<file path="src/rtl/sna_response_scheduler.sv">
`default_nettype none
// ============================================================================
// Module      : sna_response_scheduler
// Description : Accepts AXI4-Lite read/write responses, arbitrates between
//               them round-robin, claims the lowest free VC and emits a
//               two-flit (header + tail) response packet to the NoC router.
// Revision    : 1.0 - initial release
// ============================================================================
module sna_response_scheduler (
    input  logic        clk,
    input  logic        rst,
    input  logic [31:0] rdata,
    input  logic        rvalid,
    output logic        rready,
    input  logic [1:0]  bresp,
    input  logic        bvalid,
    output logic        bready,
    input  logic [3:0]  pov_addr,
    input  logic [7:0]  is_allocatable,
    output logic [7:0]  vc_claim,
    output logic [36:0] flit_out,
    output logic        flit_valid,
    input  logic        flit_ready
);

    localparam logic [1:0] c_TYPE_HEAD = 2'b10;
    localparam logic [1:0] c_TYPE_TAIL = 2'b01;

    typedef enum logic [1:0] {
        S_IDLE = 2'd0,
        S_HEAD = 2'd1,
        S_TAIL = 2'd2
    } state_t;

    state_t      state_q, state_d;
    // 0: read wins a tie, 1: write wins a tie
    logic        prio_q, prio_d;
    logic [31:0] payload_q, payload_d;
    logic        is_rd_q, is_rd_d;
    logic [2:0]  vc_q, vc_d;
    logic [3:0]  pov_q, pov_d;

    logic [2:0]  w_vc_sel;
    logic        w_grant_rd;
    logic        w_grant_wr;

    // Lowest-index free VC; scanning downward lets the lowest set bit win.
    always_comb begin
        w_vc_sel = 3'd0;
        for (int i = 7; i >= 0; i--) begin
            if (is_allocatable[i]) begin
                w_vc_sel = 3'(i);
            end
        end
    end

    // Next-state, arbitration, capture and flit output decode.
    always_comb begin
        state_d    = state_q;
        prio_d     = prio_q;
        payload_d  = payload_q;
        is_rd_d    = is_rd_q;
        vc_d       = vc_q;
        pov_d      = pov_q;
        w_grant_rd = 1'b0;
        w_grant_wr = 1'b0;
        rready     = 1'b0;
        bready     = 1'b0;
        vc_claim   = 8'd0;
        flit_valid = 1'b0;
        flit_out   = 37'd0;

        case (state_q)
            S_IDLE: begin
                // Reset suppresses the accept so no ready or claim leaks out.
                if (!rst && (is_allocatable != 8'd0)) begin
                    w_grant_rd = rvalid && (!bvalid || !prio_q);
                    w_grant_wr = bvalid && (!rvalid ||  prio_q);
                end
                if (w_grant_rd || w_grant_wr) begin
                    rready    = w_grant_rd;
                    bready    = w_grant_wr;
                    vc_claim  = 8'd1 << w_vc_sel;
                    payload_d = w_grant_rd ? rdata : {30'd0, bresp};
                    is_rd_d   = w_grant_rd;
                    vc_d      = w_vc_sel;
                    pov_d     = pov_addr;
                    // Hand the tie-break to whichever side did not win.
                    prio_d    = w_grant_rd;
                    state_d   = S_HEAD;
                end
            end
            S_HEAD: begin
                flit_valid = 1'b1;
                flit_out   = {c_TYPE_HEAD, vc_q, pov_q, 27'd0, is_rd_q};
                if (flit_ready) begin
                    state_d = S_TAIL;
                end
            end
            S_TAIL: begin
                flit_valid = 1'b1;
                flit_out   = {c_TYPE_TAIL, vc_q, payload_q};
                if (flit_ready) begin
                    state_d = S_IDLE;
                end
            end
            default: begin
                state_d = S_IDLE;
            end
        endcase
    end

    // State and captured-packet registers with synchronous reset.
    always_ff @(posedge clk) begin
        if (rst) begin
            state_q   <= S_IDLE;
            prio_q    <= 1'b0;
            payload_q <= 32'd0;
            is_rd_q   <= 1'b0;
            vc_q      <= 3'd0;
            pov_q     <= 4'd0;
        end else begin
            state_q   <= state_d;
            prio_q    <= prio_d;
            payload_q <= payload_d;
            is_rd_q   <= is_rd_d;
            vc_q      <= vc_d;
            pov_q     <= pov_d;
        end
    end

endmodule
`default_nettype wire

</file>
<file path="config.mk">
export PLATFORM = sky130hd
export DESIGN_NAME = sna_response_scheduler
export DESIGN_NICKNAME = d
export VERILOG_FILES = /design/src/rtl/sna_response_scheduler.sv
export SDC_FILE = /design/constraint.sdc
export NUM_CORES = 1
export LEC_CHECK = 0
export CORE_MARGIN = 2
export CORE_UTILIZATION = 36
export CTS_BUF_LIST = sky130_fd_sc_hd__clkbuf_4 sky130_fd_sc_hd__clkbuf_8 sky130_fd_sc_hd__clkbuf_16
export DETAILED_ROUTE_END_ITERATION = 10
export HOLD_SLACK_MARGIN = 0.05
export PLACE_DENSITY = 0.76
export SYNTH_ARGS = -nofsm -noshare
export SYNTH_HDL_FRONTEND = slang
export SYNTH_SLANG_ARGS = --single-unit
export TNS_END_PERCENT = 20
</file>
<file path="constraint.sdc">
create_clock -name clk -period 1.55 [get_ports clk]
set_input_delay 0.155 -clock clk [delete_from_list [all_inputs] [get_ports clk]]
set_output_delay 0.155 -clock clk [all_outputs]
set_load 0.01 [all_outputs]
</file>
### Yosys cells after proc, flatten, opt, wreduce, memory -nomap -nowiden

Cells that the tools add are included.

| storage, ports and cells | value |
|---|---|
| register bits after elaboration | 42 |
| input bits | 51 |
| output and inout port bits | 48 |
| logic and storage cells | 51 |

| operators by class | value |
|---|---|
| equal/unequal tests | 5 |
| shifts and indexed selects | 1 |
| multiplexer cells | 25 |
| reduce and logical (&&, ||, !) cells | 15 |

Operators by type and width:

| operator | number |
|---|---|
| 37-bit one-hot mux with 2 select lines | 1 |
| 32-bit two-way mux | 1 |
| 3-bit two-way mux | 8 |
| 8-bit two-way mux | 2 |
| 1-bit two-way mux | 9 |
| 8-bit nonzero test | 1 |
| 1-bit by 3-bit << shifter with 8-bit output (first input constant) | 1 |
| 2-bit two-way mux | 3 |
| 2-bit inequality test (second input constant) | 3 |
| 2-bit one-hot mux with 3 select lines | 1 |
| 1-bit logical NOT | 4 |
| 1-bit logical AND | 3 |
| 1-bit logical OR | 3 |
| 3-bit AND reduction | 1 |
| 2-bit by 1-bit equality test with 1-bit output (second input constant) | 1 |
| 2-bit equality test (second input constant) | 1 |
| 2-bit logical NOT | 1 |
| 2-bit AND reduction | 1 |
| 2-bit OR reduction | 1 |

### Depth between registers and ports, before layout

| logic depth | value |
|---|---|
| depth in word-level cells | 11 |
| mapped depth | 7 |
| depth with buffers taken out | 6 |

### Worst setup path after synthesis

OpenSTA, ideal clock, no wires.

| path | value |
|---|---|
| path type | flip-flop to flip-flop |
| from | register state_q[0] |
| to | register pov_q[1] |
| setup time | 128 ps |
| arrival time | 1453 ps |
| required time | 1422 ps |
| path slack | -31 ps |
| stages on the path, launching flop included | 8 |
| buffers on the path | 1 |
| clock period less this slack | 1581 ps |
| cells stage by stage | dfxtp_1 > inv_1 > ha_1 > nand2b_4 > a211oi_4 > buf_2 > mux2i_1 > nor2_1 |

| between the ends | value |
|---|---|
| cells in the longest elaborated chain, start to end | 2 |

Ends and longest elaborated chain:

| what | RTL line | source |
|---|---|---|
| from (decl) | 35 | `state_t state_q, state_d;` |
| from (signal assigned) | 123 | `state_q <= state_d;` |
| 2-bit logical NOT | 73 | `case (state_q)` |
| 2-bit AND reduction (no line) | -- |  |
| to (signal assigned) | 128 | `pov_q <= pov_d;` |
| to (decl) | 41 | `logic [3:0] pov_q, pov_d;` |

Every way passes these cells.
A chain may end at the register's enable or synchronous reset.

### Worst setup path after layout

| path | value |
|---|---|
| from | register state_q[1] |
| to | register payload_q[6] |

| between the ends | value |
|---|---|
| cells in the longest elaborated chain, start to end | 2 |

Ends and longest elaborated chain:

| what | RTL line | source |
|---|---|---|
| 2-bit logical NOT | 73 |  |
| 2-bit AND reduction (no line) | -- |  |
| to (signal assigned) | 125 | `payload_q <= payload_d;` |
| to (decl) | 38 | `logic [31:0] payload_q, payload_d;` |

Every way passes these cells.

==> results.md <==
* Status: finished, violations left
* Failing checks: negative setup slack
* Final global-route overflow total at 0
* Peak VDD IR at about 0.66 mV
* CP most frequent cell: buf_4
* Worst r2r path cells at 9
* Initial antenna violation count at 0
* Slew Limit Fails at 0
* Io pins at 99
* Finished layout cell area at ~0.0036 mm^2
* CP endpoint kind: flop
* Main synth FF type: dfxtp_1
* Fillers at 480
* Post-synth top cells: 42 x dfxtp_1, 31 x and2_1, 30 x a22o_1
* Setup ws final at -0.2056 ns
* Final Skew at between 0.006 and 0.007 ns
* Total number of vias at 2,147
* TritonCTS clock tree: built
* DR pass1 iterations at 4
* Setup violators final at around 80
* Ratio of cells with drive above 1 in the final layout at 0.4148
* Final std cells w/o fill at approximately 420
* # rows at 27
* Average routed wire per standard cell at ~15 um
* Clock share of power at 0.188
* Most common cell in the netlist: dfxtp_1
* Combinational group share of total power at 0.470
* Minimum clock period at about 1.8 ns
* Total core area at around 0.0054 mm^2
* CTS root buf: clkbuf_8
* Largest net degree at the start of global routing at 31
* Relative slew margins at 0.7819
* Crit-path slowest cell: dfxtp_2
* Cell area after placement at roughly 0.0033 mm^2
* Final hold violation count at 0
* EDFF count, synth at 0
* Post-route ant nets at 0
* Mapped Area at around 0.002 mm^2
* CTS sink cnt at 42
* Sw frac at 0.3241
* Layout area overhead at 77.15%
* MaxCap Viol Count at 0
* GP Congestion at between 0.7 and 0.8
* Fmax at 569.6 MHz
* DPL Wire Length at ~4300 um
* Effective utilization at floorplan at 0.3685
* Placed Instances at between 400 and 500
* Pwr dens at 1147 mW/mm^2
* Post-synth ARST share at 0
* Dpl ws at -0.5948 ns
* Cells along the critical path: inv_2 -> ha_4 -> nand2b_4 -> buf_4 -> a211oi_4 -> buf_4 -> nor2_2 -> buf_6 -> a22o_1
* GRT Overall Usage at 0.2078
* Crit path max fanout at 14
* Min-delay worst type: primary input to flop
* Synth Instances at between 200 and 250
* Final nets at 406
* H-tree depth at 2
* Global-route wire length before repair at between 10,000 and 15,000 um
* Top cell type's share of synthesized area at 0.4195
* TritonCTS Buffers at 5
* Worst hold path depth at 4
* Cell-internal power at 2753 uW
* Crit Path Category: flop to flop
* Inserted Diodes at 0
* Number of vias per cell at just over 5
* Worst skew pair latency at ~0.29 ns
* Critical path buffers and inverters at 4
* Port-buffer cells at 98
* Worst Path Required at roughly 1.7 ns
* Pleak at approximately 0.0016 uW
* Most area-consuming cells after synthesis: dfxtp_1 42%, a22o_1 13%, and2_1 9.7%
* Post-Syn Nets at about 260
* CP Data Arrival Time at approximately 1.9 ns
* Vias in the first global route at between 2,000 and 2,500
* Synthesis Warnings at 0
* RSZ-0062 raised after global routing: true
* Cell taking the most area after synthesis: dfxtp_1
* DIE AREA at a little over 0.006 mm^2
* Hold_ws at ~0.4 ns
* Total wire length at between 6000 and 7000 um
* Post-Syn Area per Cell at 9.637 um^2
* WP depth at 9
* Netlist cell types at 37
* Final period utilization at 1.133
* Clock transition at the registers of the reported paths at roughly 0.080 ns
* Switch Pwr at 1320 uW
* Yosys reg bits at 42
* Initial detailed-routing violation count at 78
* Seq pwr share at 0.342
* DRC viols at 0
* Crit path max-delay family: buffers and inverters
* Clock buffer depth at 2
* Post-synthesis sequential area ratio at 0.4195
* Worst-Margin Slew at ~0.32 ns
* Worst path max stage delay at approximately 0.33 ns
* Die height at roughly 79 um
* Width of the die at just under 80 um
* CP Launch Type: flop
==> cell usage in the layout, fill, tap and decap left out, types with 3 or more instances in the layout <==
cell	n
buf_4	40
mux2i_1	5
clkbuf_8	6
nand2b_1	6
a22oi_2	5
nor4_4	3
clkdlybuf4s50_1	41
ha_4	3
dfxtp_1	40
dlygate4sd2_1	9
and2_1	27
inv_1	3
a21oi_1	4
and2_4	4
buf_6	11
nor2_1	15
nor2b_1	6
buf_2	42
a22o_1	30
==> per-layer routing <==
metal | track usage | part of all wire
met1 | 0.2457 | 0.41
met2 | 0.3590 | 0.50
met3 | 0.05977 | 0.060
met4 | 0.07018 | 0.028
met5 | 0 | 0
==> cells by family after synthesis <==
| kind of cell | Yosys count | synth area share |
|---|---|---|
| buf+inv | 18 | 0.04058 |
| fa+ha+maj | 4 | 0.02497 |
| mux | 7 | 0.03496 |
| simple gates | 79 | 0.2447 |
| compound gates | 58 | 0.2353 |
| flops | 42 | 0.4195 |
==> flip-flops by register name, summed over array words and instances, names as in the netlist <==
register   cells
payload_q     32
pov_q          4
vc_q           3
state_q        2
is_rd_q        1
==> metrics by stage <==
step | setup TNS, ns | utilization | power, uW
6_report | -9.534 | 0.6529 | 4073
5_1_grt | -14.54 | 0.6529 | 4310
4_1_cts | -4.864 | 0.6365 | 3955
3_5_place_dp | -27.03 | 0.6110 | 2932
3_3_place_gp | -25.19 | 0.6110 | 2901
2_1_floorplan | 0 | - | 2136
==> power groups by stage <==
| stage | sequential, uW | clock (uW) | combinational (uW) |
|---|---|---|---|
| floorplan | 1380 | 0 | 759 |
| global placement | 1390 | 0 | 1510 |
| detailed placement | 1400 | 0 | 1540 |
| CTS | 1390 | 778 | 1790 |
| global route | 1420 | 836 | 2050 |
| finish | 1390 | 764 | 1920 |
==> final cells by class <==
cell class                 instances  area (um^2)  area share
clock inverter                     1        8.758    0.002467
sequential                        42        843.3      0.2375
multi-input combinational        148         1276      0.3594
clock buffer                       7        90.09     0.02537
timing repair buffer             149         1224      0.3446
tap                               72        90.09     0.02537
inverter                           5        18.77    0.005285
==> path summary, 6_finish.rpt <==
path	slack (ns)	startpoint	end
setup / recovery	-0.21	state_q[1]$_SDFFE_PP0P_	payload_q[6]$_SDFFE_PP0P_
hold / removal	0.39	rvalid	is_rd_q$_SDFFE_PP0P_
setup reg to reg	-0.21	state_q[1]$_SDFFE_PP0P_	payload_q[6]$_SDFFE_PP0P_
hold reg to reg	0.47	payload_q[3]$_SDFFE_PP0P_	payload_q[3]$_SDFFE_PP0P_
==> timing repair <==
item | 4_1_cts | 5_1_grt
cloned | 1 | 1
setup endpoints to repair | 89 | 86
setup buffers | 9 | 2
gates resized for setup | 237 | 14
hold buffers | 0 | 0
pin swaps | 18 | 5
==> worst min-delay path: stages <==
cell and delay [ns]:
dlymetal6s2s_1 0.18, o2111a_1 0.14, a21oi_1 0.12, nor2_1 0.05
Power figures use the tool's default switching activity.
